--- src/rtl/mips_pipe_pkg.sv ---
// mips_pipe_pkg: shared widths, reset PC and the fetch-queue entry type for the MIPS pipeline.
package mips_pipe_pkg;

    localparam int XLEN = 32;
    localparam int IM_AW = 8;
    localparam logic [XLEN-1:0] DEF_RESET_PC = 32'h0000_0000;

    typedef struct packed {
        logic [XLEN-1:0] pc_plus4;
        logic [XLEN-1:0] instr;
    } fetch_entry_t;

endpackage

--- src/rtl/fetch_fifo.sv ---
// fetch_fifo: synchronous FIFO with flush; head output holds the last popped entry while empty.
module fetch_fifo
    import mips_pipe_pkg::*;
#(
    parameter int  DEPTH   = 4,
    parameter type entry_t = fetch_entry_t
) (
    input  logic                   clk,
    input  logic                   rst_n,
    input  logic                   push,
    input  logic                   pop,
    input  logic                   flush,
    input  entry_t                 wdata,
    output entry_t                 rdata,
    output logic [$clog2(DEPTH):0] count,
    output logic                   full,
    output logic                   empty
);

    localparam int AW = $clog2(DEPTH);

    entry_t          mem_q [DEPTH];
    entry_t          last_q, last_d;
    logic [AW-1:0]   rd_ptr_q, rd_ptr_d, wr_ptr_q, wr_ptr_d;
    logic [AW:0]     count_q, count_d;
    logic            push_en, pop_en;

    assign empty   = count_q == '0;
    assign full    = count_q == (AW+1)'(DEPTH);
    assign pop_en  = pop & !flush & !empty;
    assign push_en = push & !flush & (!full | pop_en);
    assign count   = count_q;
    assign rdata   = empty ? last_q : mem_q[rd_ptr_q];

    // Next pointers/occupancy; flush empties the queue but keeps the last popped entry visible.
    always_comb begin
        rd_ptr_d = flush ? '0 : rd_ptr_q + AW'(pop_en);
        wr_ptr_d = flush ? '0 : wr_ptr_q + AW'(push_en);
        count_d  = flush ? '0 : count_q + (AW+1)'(push_en) - (AW+1)'(pop_en);
        last_d   = pop_en ? mem_q[rd_ptr_q] : last_q;
    end

    // Control state; reset makes every stored entry unreachable at once.
    always_ff @(posedge clk or negedge rst_n) begin
        if (!rst_n) begin
            rd_ptr_q <= '0;
            wr_ptr_q <= '0;
            count_q  <= '0;
            last_q   <= '0;
        end else begin
            rd_ptr_q <= rd_ptr_d;
            wr_ptr_q <= wr_ptr_d;
            count_q  <= count_d;
            last_q   <= last_d;
        end
    end

    // Entry storage; a full queue being popped may overwrite the slot it is reading this cycle.
    always_ff @(posedge clk) begin
        if (push_en) mem_q[wr_ptr_q] <= wdata;
    end

endmodule

--- src/rtl/if_fetch_queue.sv ---
// if_fetch_queue: fetch PC, IM address drive and prefetch queue feeding decode, with redirect flush.
module if_fetch_queue
    import mips_pipe_pkg::*;
#(
    parameter int              DEPTH    = 4,
    parameter logic [XLEN-1:0] RESET_PC = DEF_RESET_PC
) (
    input  logic                   clk,
    input  logic                   Reset,
    output logic [IM_AW-1:0]       ImAdress,
    input  logic [XLEN-1:0]        OpCode,
    input  logic                   PCSel,
    input  logic [XLEN-1:0]        PCIn,
    input  logic                   IDReady,
    output logic                   IDValid,
    output logic [XLEN-1:0]        IDInstr,
    output logic [XLEN-1:0]        IDPCPlus4,
    output logic [XLEN-1:0]        FetchPC,
    output logic [$clog2(DEPTH):0] Count
);

    logic [XLEN-1:0] fetch_pc_q, fetch_pc_d, pc_plus4;
    logic            full, empty, push, pop;
    fetch_entry_t    wr_entry, head;

    assign pc_plus4  = fetch_pc_q + 32'd4;
    assign IDValid   = !empty & !PCSel;
    assign pop       = IDValid & IDReady;
    assign push      = !PCSel & (!full | pop);
    assign wr_entry  = '{pc_plus4: pc_plus4, instr: OpCode};
    assign IDInstr   = head.instr;
    assign IDPCPlus4 = head.pc_plus4;
    assign FetchPC   = fetch_pc_q;
    assign ImAdress  = fetch_pc_q[IM_AW+1:2];

    // Redirect wins (target word-aligned); otherwise advance only when an entry is accepted.
    always_comb begin
        fetch_pc_d = PCSel ? (PCIn & ~32'h3) : push ? pc_plus4 : fetch_pc_q;
    end

    // Fetch PC register.
    always_ff @(posedge clk or negedge Reset) begin
        if (!Reset) fetch_pc_q <= RESET_PC;
        else        fetch_pc_q <= fetch_pc_d;
    end

    fetch_fifo #(.DEPTH(DEPTH), .entry_t(fetch_entry_t)) u_fifo (
        .clk   (clk),
        .rst_n (Reset),
        .push  (push),
        .pop   (pop),
        .flush (PCSel),
        .wdata (wr_entry),
        .rdata (head),
        .count (Count),
        .full  (full),
        .empty (empty)
    );

endmodule

--- config.mk ---
export PLATFORM = sky130hd
export DESIGN_NAME = if_fetch_queue
export DESIGN_NICKNAME = d
export VERILOG_FILES = /design/src/rtl/mips_pipe_pkg.sv /design/src/rtl/fetch_fifo.sv /design/src/rtl/if_fetch_queue.sv
export SDC_FILE = /design/constraint.sdc
export NUM_CORES = 1
export LEC_CHECK = 0
export CORE_MARGIN = 1
export CORE_UTILIZATION = 45
export CTS_BUF_LIST = sky130_fd_sc_hd__clkbuf_16
export DETAILED_ROUTE_END_ITERATION = 10
export GPL_TIMING_DRIVEN = 0
export PLACE_DENSITY = 0.74
export SLEW_MARGIN = 15
export SYNTH_ARGS = -nofsm -noshare
export SYNTH_HDL_FRONTEND = slang
export SYNTH_SLANG_ARGS = --single-unit
--- constraint.sdc ---
create_clock -name clk -period 24.8 [get_ports clk]
set_input_delay 3.72 -clock clk [delete_from_list [all_inputs] [get_ports clk]]
set_output_delay 3.72 -clock clk [all_outputs]
set_load 0.01 [all_outputs]
# [Yosys cells after proc, flatten, opt, wreduce, memory -nomap -nowiden]
# Memories as Yosys holds them, arrays and structs flattened.
# Cells that the tools add are included.
[op_classes] addsub=5 n_eq_ne=1 muxes=8 bitwise=9 n_reduce_logical=5
[ops] operator="2-to-1 mux 32 bit" n=2
[ops] operator="2-to-1 mux 64 bit" n=1
[ops] operator="adder 32 x 3 -> 32 bit, second input constant" n=1
[ops] operator="bitwise AND 1 bit" n=7
[ops] operator="adder 2 x 1 -> 2 bit" n=2
[ops] operator="2-to-1 mux 2 bit" n=2
[ops] operator="adder 3 x 1 -> 3 bit" n=1
[ops] operator="== test 3 bit, second input constant" n=1
[ops] operator="logical NOT 1 bit" n=3
[ops] operator="logical NOT 3 bit" n=1
[ops] operator="2-to-1 mux 3 bit" n=1
[ops] operator="subtractor 3 x 1 -> 3 bit" n=1
[ops] operator="2-to-1 mux 1 bit" n=2
[ops] operator="OR 1 bit" n=2
[ops] operator="nonzero test 2 bit" n=1
[totals] regBits=103 ram_bits=256 output_inout_bits=108 word_cells=35 memories=1
[memory_table] memory="u_fifo.mem_q" depth=4 word_bits=64 rd=1 rd_ports_with_merged_regs=0 write_ports=1 line="fetch_fifo.sv:22" source="entry_t mem_q [DEPTH];"

# [Depth between registers and ports, before layout]
[depth] word_depth=11 depth_mapped=10

# [Cells and area by module]
# Synthesis repeated with hierarchy kept, for this count alone.
[hier_totals] hier_cells=883 hier_area_um2=15287.2
[modules_own_cells] mod="fetch_fifo" instances=1 cells_per_inst=581 area_each_um2=12811.0
[modules_own_cells] mod="if_fetch_queue" instances=1 cells_per_inst=302 area_each_um2=2476.1

# [Worst setup path after synthesis]
# Ideal clock, no wire load.
[synth_timing] path_kind="input to register" from="in PCSel" to="mem u_fifo.mem_q[1][0] in the netlist's numbering, enable pin" t_arrival_ns=10.611 required_ns=24.143 setup_slack_ns=13.533 cell_stages=3 path_cell_list="clkbuf_1 -> buf_1 -> nor4b_1"
[synth_via] elab_chain_cells=9 elab_cells_between_ends=12
[synth_rtl] element="start: declaration" line="if_fetch_queue.sv:12" source="input logic PCSel,"
[synth_rtl] element="logical NOT 1 bit (*)"
[synth_rtl] element="bitwise AND 1 bit" line="if_fetch_queue.sv:27" source="assign IDValid = !empty & !PCSel;"
[synth_rtl] element="bitwise AND 1 bit" line="if_fetch_queue.sv:28" source="assign pop = IDValid & IDReady;"
[synth_rtl] element="OR 1 bit or bitwise AND 1 bit (tied branches)" line="if_fetch_queue.sv:29, fetch_fifo.sv:30"
[synth_rtl] element="bitwise AND 1 bit, on equally long branches" line="if_fetch_queue.sv:29, fetch_fifo.sv:30"
[synth_rtl] element="bitwise AND 1 bit or OR 1 bit (tied branches)" line="fetch_fifo.sv:31" source="assign push_en = push & !flush & (!full | pop_en);"
[synth_rtl] element="bitwise AND 1 bit (*)" line="fetch_fifo.sv:31"
[synth_rtl] element="2-to-1 mux 1 bit (*)" line="fetch_fifo.sv:60" source="if (push_en) mem_q[wr_ptr_q] <= wdata;"
[synth_rtl] element="2-to-1 mux 1 bit (not written as such) (*)" line="fetch_fifo.sv:60"
[synth_rtl] element="end: declaration" line="fetch_fifo.sv:22"
# Every way passes the cells marked *; elsewhere a longest branch is shown, timed or not.

# [Worst setup path in the final report]
[layout_timing] from="in PCSel" to="out IDValid"
[layout_via] elab_chain_cells=2
[layout_rtl] element="logical NOT 1 bit" line="if_fetch_queue.sv:27"
[layout_rtl] element="bitwise AND 1 bit" line="if_fetch_queue.sv:27"
[layout_rtl] element="end: declaration" line="if_fetch_queue.sv:15" source="output logic IDValid,"
# Every way passes these cells.

==> flow_metrics.env <==
export IMPL_slew_headroom=0.2729
export IMPL_whs_endpoint="u_fifo.last_q[52]"
export IMPL_status="completed"
export IMPL_peakVddDrop_mv=0.05695
export IMPL_n_antenna_cell=0
export IMPL_hpwl_um=22990
export IMPL_clk_pin_slew_ns=0.06
export IMPL_clock_skew_ns=0.007971
export IMPL_ctsHoldBuffers=0
export IMPL_power_leakage_uw=0.006422
export IMPL_die_area_sq_um=33390
export IMPL_async_reset_ff_frac=0.2853
export IMPL_min_delay_start="u_fifo.last_q[52]"
export IMPL_power_frac_clock=0.266
export IMPL_p_sw_frac=0.2801
export IMPL_cts_buffers=37
export IMPL_slowest_stage="clkdlybuf4s50_1"
export IMPL_synthFlopType="edfxtp_1"
export IMPL_rr_worst_depth=8
export IMPL_grt_max_degree=65
export IMPL_viasPerCell=5.495
export IMPL_busiest_layer="met2"
export IMPL_grt_overflow=0
export IMPL_internal_power_uw=1406
export IMPL_die_y_um=182.7
export IMPL_r2r_slack_ns=21.43
export IMPL_cp_num_buf_inv=2
export IMPL_clock_sinks=347
export IMPL_io_pins=176
export IMPL_synth_edf_count=248
export IMPL_grt_pass1_wl_um=51540
export IMPL_synth_seq_cells=347
export IMPL_root_buffer="clkbuf_16"
export IMPL_cp_max_fo=4
export IMPL_ys_types=49
export IMPL_r2r_start="u_fifo.count[1]"
export IMPL_cts_max_level=2
export IMPL_ys_seq_area_frac=0.6752
export IMPL_drtIter0Drc=552
export IMPL_cp_required_ns=21.08
export IMPL_worstSkewPairLatency_ns=0.52
export IMPL_comb_power_share=0.337
export IMPL_yosys_warnings=0
export IMPL_antenna_left=0
export IMPL_cts_tree="built"
export IMPL_cp_start_kind="input pin"
export IMPL_start_util=0.4611
export IMPL_grtUsageTotal=0.2060
export IMPL_netlist_instances=864
export IMPL_total_power_uw=1952
export IMPL_core_area_sq_um=31880
export IMPL_post_cts_setup_buffers=0
export IMPL_clock_path_buffers=3
export IMPL_gp_congestion=0.8934
export IMPL_seqPwrFrac=0.397
export IMPL_grt_pass1_vias=8941
export IMPL_area_growth_pct=25.28
export IMPL_path_delay_family="buffers and inverters"
export IMPL_min_path_cells=1
export IMPL_final_cell_mix="248 x edfxtp_1, 168 x clkdlybuf4s50_1, 124 x mux2_2"
export IMPL_dr_pass1_iters=5
export IMPL_netlist_area_sq_um=14700
export IMPL_powerDensity_nw_per_um2=106.0
export IMPL_fmax_ghz=0.1134
export IMPL_slowest_delay_ns=0.58
export IMPL_fin_nets=1177
export IMPL_mostFrequentLayoutCell="edfxtp_1"
export IMPL_end_kind="primary output"
export IMPL_use_met3=0.04190
export IMPL_cts_resized=0
export IMPL_crit_type="in -> out"
export IMPL_p_sw_uw=546.8
export IMPL_die_w_um=182.7
export IMPL_grt_util_met2=0.3515
export IMPL_fin_crit_ns=8.821
export IMPL_cp_cell_sequence="clkdlybuf4s50_1 > nor2_1 > clkdlybuf4s50_1"
export IMPL_hold_path_class="reg -> reg"
export IMPL_finalMaxSlewViolations=0
export IMPL_use_met1=0.2690
export IMPL_critPathMostFrequentCell="clkdlybuf4s50_1"
export IMPL_final_setup_tns_ns=0
export IMPL_setup_violations=0
export IMPL_tightest_slew_ns=1.088
export IMPL_drive_gt1_frac=0.2694
export IMPL_routed_wl_um=33670
export IMPL_drc=0
export IMPL_period_share=0.3557
export IMPL_hold_viol_final=0
export IMPL_port_buffers=169
export IMPL_rsz0062_at_grt="no"
export IMPL_syn_avg_cell_area_sq_um=17.01
export IMPL_regToRegEndpoint="u_fifo.mem_q[1][23]"
export IMPL_cap_violations=0
export IMPL_dr_total_vias=8611
export IMPL_crit_arrival_ns=5.10
export IMPL_wl_per_cell_um=21.49
export IMPL_num_rows=65
export IMPL_antenna_found_initial=0
export IMPL_whs_ns=0.5009
## cells in the mapped netlist, types with 2 or more instances
master     instances  area [sq um]
nand3_1           11         55.05
ha_1               4         50.05
o31ai_1            6         45.04
buf_1              4         15.01
inv_1              8         30.03
nand4_1           15         93.84
xnor2_1           28         245.2
or4_1              9         67.56
o31a_1             2         17.52
nor2_1            37         138.9
edfxtp_1         248          7447
o211ai_1           3         22.52
and2_1             2         12.51
xor2_1            15         131.4
o21ai_0           16         80.08
nor4b_1            2         17.52
or3_1              4         25.02
clkbuf_1          33         123.9
and4_1             5         43.79
nand2_1           38         142.6
dfrtp_1           99          2477
a2bb2oi_1          3         26.28
a31oi_1           12         75.07
mux4_2            62          1396
nor2b_1            4         25.02
and3_1             3         18.77
nor3_1             9         45.04
buf_2             15         75.07
nor4_1            13         81.33
mux2_2           124          1396
buf_4             12         90.09
## state kept, by name (all words and copies together) (netlist names)
signal	cells
u_fifo.mem_q	248
u_fifo.last_q	62
FetchPC	30
u_fifo.count	3
u_fifo.rd_ptr_q	2
u_fifo.wr_ptr_q	2
## area by class of cell
cell class	count	area, sq um
fill	2528	13470
sequential	347	9925
multi-input combinational	447	4472
timing repair buffer	198	1977
clock buffer	39	975.9
tap	435	544.3
buffer	65	315.3
clock inverter	28	176.4
inverter	8	30.03
## routing by layer
metal  routed length [um]  vias up
met5                    0        -
met4                  650        0
met3                 2044       53
met2                16850      298
met1                14130     4429
li1                     -     3831
## worst max path at each step
stage                      from  cells after the start  slack (ns)                  end
after CTS                 PCSel                      3       15.97              IDValid
after floorplan           PCSel                      3       13.53   u_fifo.mem_q[1][0]
final                     PCSel                      3       15.98              IDValid
after global routing      PCSel                      3       15.96              IDValid
after detailed placement  PCSel                      3       15.97              IDValid
after global placement    PCSel                      4        7.62  u_fifo.mem_q[1][22]
## per-stage QoR
step	setup slack, ns	util	area, sq um	instances
finish	15.98	0.5776	18420	1567
global placement	7.616	0.5316	16950	1471
detailed placement	15.97	0.5415	17260	1500
global route	15.96	0.5776	18420	1567
floorplan	13.53	-	14710	867
CTS	15.97	0.5776	18420	1567
## power by group through the flow
stage	Sequential, uW	Clock (uW)	Combinational, uW
after global placement	792	0	647
after CTS	775	532	671
final	775	519	658
after global routing	786	553	706
after detailed placement	786	0	667
after floorplan	781	0	363
## kinds of logic (layout without fill, tap and decap cells)
kind of cell | after synthesis | in the layout | share of synthesized area
buffers and inverters | 73 | 338 | 0.02349
muxes | 187 | 187 | 0.1907
and+or+nand+nor | 160 | 160 | 0.05831
other | 1 | 4 | 0.0002551
AOI/OAI and AO/OA | 48 | 48 | 0.02171
DFF | 347 | 347 | 0.6752
xor gates and xnor gates | 43 | 43 | 0.02562
adders and majority gates | 5 | 5 | 0.004767
## worst register-to-register path, cell delays in order (launching register included)
cell	delay [ns]
dfrtp_1	0.47
nor4b_2	0.95
clkbuf_1	0.62
nor4b_2	0.12
buf_2	0.22
buf_2	0.20
buf_2	0.19
buf_6	0.16
buf_2	0.18
Power figures use the tool's default switching activity.
